[src/rtl/encout_seq_ctrl.sv]
// encout_seq_ctrl: command sequencer for the encoder-output phase generator.
// Buffers signed per-period edge counts and issues one ELC event plus OUTCNT load per period.
module encout_seq_ctrl #(
  parameter int DEPTH = 4,
  parameter int AW    = 2
) (
  input  logic          i_pclk,
  input  logic          i_presetn,
  input  logic          i_en,
  input  logic          i_flush,
  input  logic [15:0]   i_period,
  input  logic          i_cmd_vld,
  output logic          o_cmd_rdy,
  input  logic [15:0]   i_cmd_data,
  input  logic          i_clr_underrun,
  output logic          o_str,
  output logic          o_elcin,
  output logic [15:0]   o_outcnt,
  output logic          o_underrun,
  output logic          o_busy,
  output logic [AW:0]   o_fifo_level
);
  typedef enum logic [1:0] {IDLE, ARM, RUN, DRAIN} state_t;
  localparam logic [AW:0] full_lvl = (AW+1)'(DEPTH);
  state_t state_q, state_d;
  logic [15:0] timer_q, timer_d, period_q, period_d, outcnt_q, outcnt_d;
  logic str_q, str_d, elcin_q, elcin_d, und_q, und_d;
  logic [AW:0] level_q, level_d;
  logic [AW-1:0] wr_q, wr_d, rd_q, rd_d;
  logic [15:0] mem_q [DEPTH];
  logic push, pop, flush, slot, last, empty;
  logic [15:0] period_clamped;
  assign empty          = level_q == '0;
  assign o_cmd_rdy      = level_q != full_lvl;
  assign flush          = i_flush && state_q == IDLE;
  assign push           = i_cmd_vld && o_cmd_rdy && !flush;
  assign slot           = state_q == RUN && timer_q == '0;
  assign pop            = slot && i_en && !empty;
  assign last           = timer_q == period_q - 16'd1;
  assign period_clamped = (i_period < 16'd2) ? 16'd2 : i_period;
  // A flush resets both pointers so the FIFO restarts from a clean slot 0.
  always_comb begin
    wr_d    = flush ? '0 : push ? wr_q + 1'b1 : wr_q;
    rd_d    = flush ? '0 : pop ? rd_q + 1'b1 : rd_q;
    level_d = flush ? '0 : level_q + (AW+1)'(push) - (AW+1)'(pop);
  end
  always_comb begin
    state_d  = state_q;
    str_d    = str_q;
    timer_d  = '0;
    period_d = period_q;
    outcnt_d = outcnt_q;
    elcin_d  = 1'b0;
    und_d    = i_clr_underrun ? 1'b0 : und_q;
    case (state_q)
      IDLE: if (i_en && !empty) begin
        state_d  = ARM;
        str_d    = 1'b1;
        period_d = period_clamped;
      end
      ARM: if (!i_en) begin
        state_d = IDLE;
        str_d   = 1'b0;
      end else state_d = RUN;
      RUN: begin
        timer_d = last ? '0 : timer_q + 16'd1;
        if (pop) begin
          elcin_d  = 1'b1;
          outcnt_d = mem_q[rd_q];
          period_d = period_clamped;
        end else if (slot) begin
          state_d = IDLE;
          str_d   = 1'b0;
          timer_d = '0;
          und_d   = i_en ? 1'b1 : und_d;
        end else if (!i_en) state_d = DRAIN;
      end
      DRAIN: if (last) begin
        state_d = IDLE;
        str_d   = 1'b0;
      end else timer_d = timer_q + 16'd1;
    endcase
  end
  always_ff @(posedge i_pclk or negedge i_presetn)
    if (!i_presetn) begin
      state_q  <= IDLE;
      str_q    <= 1'b0;
      timer_q  <= '0;
      period_q <= 16'd2;
      outcnt_q <= '0;
      elcin_q  <= 1'b0;
      und_q    <= 1'b0;
      level_q  <= '0;
      wr_q     <= '0;
      rd_q     <= '0;
    end else begin
      state_q  <= state_d;
      str_q    <= str_d;
      timer_q  <= timer_d;
      period_q <= period_d;
      outcnt_q <= outcnt_d;
      elcin_q  <= elcin_d;
      und_q    <= und_d;
      level_q  <= level_d;
      wr_q     <= wr_d;
      rd_q     <= rd_d;
    end
  always_ff @(posedge i_pclk)
    if (push) mem_q[wr_q] <= i_cmd_data;
  assign o_str        = str_q;
  assign o_elcin      = elcin_q;
  assign o_outcnt     = outcnt_q;
  assign o_underrun   = und_q;
  assign o_busy       = state_q != IDLE;
  assign o_fifo_level = level_q;
endmodule

[config.mk]
export PLATFORM = sky130hd
export DESIGN_NAME = encout_seq_ctrl
export DESIGN_NICKNAME = d
export VERILOG_FILES = /design/src/rtl/encout_seq_ctrl.sv
export SDC_FILE = /design/constraint.sdc
export NUM_CORES = 1
export LEC_CHECK = 0
export ABC_AREA = 1
export CAP_MARGIN = 30
export CORE_UTILIZATION = 30
export DETAILED_ROUTE_END_ITERATION = 10
export PLACE_DENSITY = 0.59
export SYNTH_ARGS = -nofsm -noshare
export SYNTH_HDL_FRONTEND = slang
export SYNTH_SLANG_ARGS = --single-unit
[constraint.sdc]
create_clock -name i_pclk -period 6.1 [get_ports i_pclk]
set_input_delay 1.22 -clock i_pclk [delete_from_list [all_inputs] [get_ports i_pclk]]
set_output_delay 1.22 -clock i_pclk [all_outputs]
set_load 0.01 [all_outputs]
After elaboration in Yosys (flattened, before gate mapping). Memory sizes are Yosys's and may differ from the RTL's. A register that Yosys moved wholly into a read port is not among the register bits. Cells that the tools add are included.

Input port bits: 38. Memories kept: 1. Bits in writable memories: 64. Flip-flop bits (word level): 44.

Memories: mem_q (words 4, bits a word 16, read ports 1, clocked after memory_dff 1, wr ports 1, line 30) `logic [15:0] mem_q [DEPTH];`.

Add/subtract/negate cells: 6. Magnitude comparators: 1. Mux-type cells: 35. Equal/unequal tests: 12. Reductions and logical operators: 21.

Operators with widths (number): two-way mux 16 bit (6); case mux 16 bit (2 select lines) (2); two-way mux 2 bit (10); adder 16 x 1 -> 16 bit, second input constant (1); equality test 16 bit (1); zero test 16 bit (1); less-than comparator 16 x 2 -> 1 bit, second input constant (1); subtractor 16 x 1 -> 16 bit, second input constant (1); two-way mux 1 bit (14); inequality test 2 bit, second input constant (5); case mux 2 bit (4 select lines) (1); nonzero test 2 bit (4); logical AND 1 bit (7); inequality test 3 bit, second input constant (2); AND reduction 5 bit (1); adder 2 x 1 -> 2 bit, second input constant (2); equality test 2 bit, second input constant (2); case mux 1 bit (4 select lines) (1); AND reduction 4 bit (1); adder 3 x 1 -> 3 bit (1); zero test 1 bit (3); zero test 3 bit (1); two-way mux 3 bit (1); AND reduction 3 bit (1); 5 further kinds (5).

Logic depth before layout (Yosys ltp).
Word-level depth: 7. Mapped depth: 16. Mapped depth without buffers: 16.

Worst setup path after synthesis. Ideal clock, no wire load.

Path type: in2reg. Start: input i_en. End: register level_q[2] (netlist: o_fifo_level[2]). Library setup time: 0.125 ns. Stages: 11. Data arrival time: 2.686 ns. Slack: 3.290 ns. Data required time: 5.975 ns. Cells stage by stage: inv_1 -> nor2_1 -> nand2_1 -> buf_4 -> inv_1 -> ha_1 -> inv_1 -> ha_1 -> fa_1 -> o21ai_0 -> a21oi_1.

Word-level cells in the longest chain between the ends: 4.

RTL lines: start, declared (line 9) `input logic i_en,`; logical AND 1 bit (2 in series) (line 38) `assign pop = slot && i_en && !empty;`; subtractor 3 x 1 -> 3 bit (line 45) `level_d = flush ? '0 : level_q + (AW+1)'(push) - (AW+1)'(pop);`; two-way mux 3 bit (line 45); net level_d[2] (line 28) `logic [AW:0] level_q, level_d;`; end signal, assigned (line 104) `level_q <= level_d;`; end, declared (line 28).

The timed path passes the listed nets, and every way through them passes these cells. A chain may end at the register's enable or synchronous reset.

Worst setup path after layout. Same ends and word-level chain as after synthesis.

==> implementation parameters <==
Parameter                              Value

Yosys
  Asr flop ratio synth ... between 40 and 50%
  Most numerous cell types in the synthesized netlist ... 104 x sky130_fd_sc_hd__nand2_1, 82 x sky130_fd_sc_hd__inv_1, 79 x sky130_fd_sc_hd__nor2_1
  Most area-hungry cell type in the Yosys netlist ... sky130_fd_sc_hd__edfxtp_1
  Warnings, synthesis ... 0
  Leading register cell type out of synthesis ... sky130_fd_sc_hd__edfxtp_1
  Synth Register Bits ... roughly 120
  Mean area per synthesized cell ... 9.63 um^2
  Top cell type's share of synthesized area ... between 30% and 40%
  Instance count of the mapped netlist ... 621
  Netlist cell types ... 38
  Library cell with the highest instance count after synthesis ... sky130_fd_sc_hd__nand2_1
  Biggest area contributors in the synthesized netlist ... sky130_fd_sc_hd__edfxtp_1 32%, sky130_fd_sc_hd__dfrtp_1 25%, sky130_fd_sc_hd__nand2_1 6.5%
  Netlist area before placement ... 5980 um^2
  Share of the yosys chip area belonging to registers ... roughly 57%
  Number of enable flip-flop cells after synthesis ... 64
  Post-Synthesis Net Count ... 669

Placed design
  Dpl cells ... between 900 and 1,000
  Half-perimeter wire length after placement ... 8.92 mm
  Routability cong. ... 0.822
  Number of buffers added on ports ... 61

Drt
  Detail Route Antenna Nets ... 0
  Wire length after detailed routing ... 13.3 mm
  Vias/cell ... 4.54
  DRC violations left ... 0
  Vias post-DR ... 4,399
  Number of search-and-repair iterations in the first detailed-routing pass ... 5
  Wire length per cell after detailed routing ... 13.7 um
  Number of DRC markers in iteration 0 ... 245

Setup path
  Minimum setup slack among reg-to-reg paths ... 3.33 ns
  CP startpoint kind ... input port
  Crit-path cells ... clkdlybuf4s50_1 > inv_1 > nor2_1 > nand2_1 > buf_4 > inv_1 > ha_1 > inv_1 > ha_1 > fa_1 > o21ai_0 > a21oi_1
  Critical Path RT ... 6.40 ns
  RR Endpoint ... o_fifo_level[2]
  Cell family with the largest share of critical-path delay ... buffers and inverters
  Biggest fanout along the worst timing path ... 20
  Library cell appearing most often on the critical path ... sky130_fd_sc_hd__inv_1
  Worst-case reg-to-reg path depth ... 15
  Buffers plus inverters on the worst setup path ... 5
  Worst setup path class ... in -> reg
  Crit. Startpoint ... i_en
  Largest incremental delay on the critical path ... 0.44 ns
  Slowest-stage cell, CP ... sky130_fd_sc_hd__clkdlybuf4s50_1
  Critical path data arrival time ... 3.44 ns
  Kind of capture point of the worst setup path ... flip-flop
  Reg-to-reg startpoint ... timer_q[0]

Timing
  Fin. Hold Viols ... 0
  Measured slew at the worst slew-check pin ... 0.976 ns
  Final setup violation count ... 0
  Tightest slew margin relative to the limit ... 34.9%
  Minimum clock period ... 3.14 ns
  Worst clock skew on the final layout ... 0.0125 ns
  Final total negative setup slack ... 0 ns
  Slew Viols, Final ... 0
  F_max ... 0.319 GHz
  Setup repair after global routing missed its margin ... no
  Final clock period utilization by the worst path ... 51.5%

GRT
  First-pass GRT wire length ... 21.7 mm
  Global routing usage summed across all routing layers ... ~14%
  Maximum number of pins on one net before global-route repair ... between 60 and 70
  Antenna violations before repair ... 0
  Number of global-route vias before repair ... about 4,300
  Leftover overflow at the end of global routing ... 0

Die
  Io pins ... 62
  Vert. Die Dim ... 143 um
  X dimension of the die ... 143 um
  Die Outline Area ... 20,500 um^2
  Effective utilization at floorplan ... 30.6%
  Number of standard-cell rows in the floorplan ... 51
  Core Footprint ... 19,500 um^2

Clocking
  Number of CTS-inserted buffers ... 17
  CTS tree ... yes
  CTS hold repair buffers ... 0
  # Post-CTS Setup Buffers ... 0
  Maximum buffer depth of the clock tree ... 2
  Root Buffer Master ... sky130_fd_sc_hd__clkbuf_16
  Sink count of the clock tree ... 124
  Number of levels the H-tree was split into ... 4
  Cts repair resizes ... 0
  Worst-skew pair later-pin latency ... 0.42 ns
  Clock edge transition at the registers on the reported setup and hold paths ... 0.06 ns

Cells and area
  Number of nets in the layout ... about 740
  Fraction of layout cells with a size suffix above 1 ... about a tenth
  Signed area change from the synthesized netlist to the final layout ... 25.2%
  Number of cells in the finished layout apart from fillers ... 968
  Number of diodes added for antenna fixing ... 0
  Layout filler cell count ... 1,981

Worst hold path
  Worst hold path depth ... 2
  Start point of the worst hold path ... o_str
  Hold-critical path endpoint ... o_str
  Min-Delay Path Class ... reg -> reg

Power and ir drop
  Leakage ... 3.22 nW
  VDD IR-drop max ... 0.000261 V
  Power per Cell Area ... 483 nW/um^2

Flow run
  Max-cap viol count ... 0

Status
  Result of the run ... completed
tightest hold or removal path, cell delays in order, from the launching register on:
cell and delay [ns]:
sky130_fd_sc_hd__dfrtp_1 0.34, sky130_fd_sc_hd__nand2_1 0.05, sky130_fd_sc_hd__nand2_1 0.05
state kept, by name, summed over array words and instances, names as in the netlist:
signal / count
o_fifo_level: 3
wr_q: 2
rd_q: 2
period_q: 16
o_elcin: 1
state_q: 2
o_underrun: 1
mem_q: 64
timer_q: 16
o_outcnt: 16
o_str: 1
worst max path at each step:
| stage | endpoint | slack [ns] | depth (start not counted) |
|---|---|---|---|
| CTS | o_fifo_level[2] | 2.95 | 12 |
| floorplan | o_fifo_level[2] | 3.29 | 11 |
| detailed placement | o_fifo_level[2] | 2.50 | 12 |
| finish | o_fifo_level[2] | 2.96 | 12 |
| global placement | o_fifo_level[2] | 2.57 | 12 |
| global route | o_fifo_level[2] | 2.78 | 12 |
power by group:
group          switching [mW]  internal, mW  leakage (nW)
Clock                   0.365         0.675         0.294
Combinational           0.764         0.518          1.58
Sequential              0.183          1.12          1.34
Total                    1.31          2.31          3.22
placed cells by master (no fill, tap or decap), drive strengths merged:
cell type	netlist	routed
nand2	112	112
nor2	99	99
inv	85	85
edfxtp	64	64
clkdlybuf4s50	0	60
dfrtp	59	59
o21ai	50	50
nand3	25	25
clkbuf	9	22
o22ai	17	17
mux2i	16	16
nand4	15	15
nor3	15	15
xor2	12	12
xnor2	10	10
ha	9	9
buf	7	6
nor4	5	5
clkinv	0	5
nand3b	3	3
bufinv	0	3
a21oi	2	2
a31oi	2	2
clkinvlp	0	2
and2	1	1
a211oi	1	1
o31ai	1	1
fa	1	1
dfstp	1	1
through the flow:
step	cell area (um^2)	power, mW	hold slack (ns)	setup slack, ns	utilization (%)
after floorplan	5980	2.16	0.461	3.29	-
after global placement	6870	2.60	0.460	2.57	35.2
after detailed placement	6870	2.61	0.467	2.50	35.2
after CTS	7490	3.66	0.480	2.95	38.4
after global routing	7490	3.89	0.502	2.78	38.4
final	7490	3.62	0.476	2.96	38.4
final cells by class:
cell class                      instances  area [um^2]  share of cell area [%]
Sequential cell                       124         3420                    45.7
Multi-Input combinational cell        396         2160                    28.8
Clock inverter                         10          140                    1.87
Inverter                               85          319                    4.26
Clock buffer                           22          474                    6.33
Tap cell                              265          332                    4.43
Timing Repair Buffer                   66          643                    8.59
kinds of logic after synthesis:
group                    after synthesis  synth area share (%)
adder cells (fa/ha/maj)               10                  2.22
buffers and inverters                101                  6.78
multiplexers                          16                  2.68
AND/OR/NAND/NOR                      275                  21.2
flip-flops                           124                  57.3
XOR/XNOR                              22                  3.22
AO/OA/AOI/OAI                         73                  6.65
per-layer routing:
layer  wire length (um)  part of all wire (%)  vias to the layer above  track usage, %
met1               5970                    45                     2090            17.4
met2               6480                    49                       99            23.7
met3                654                   4.9                       15            3.22
met4                150                   1.1                        0            5.60
li1                   -                     -                     2195               -
met5                  0                     0                        -               0
(Power assumes the default switching activity.)
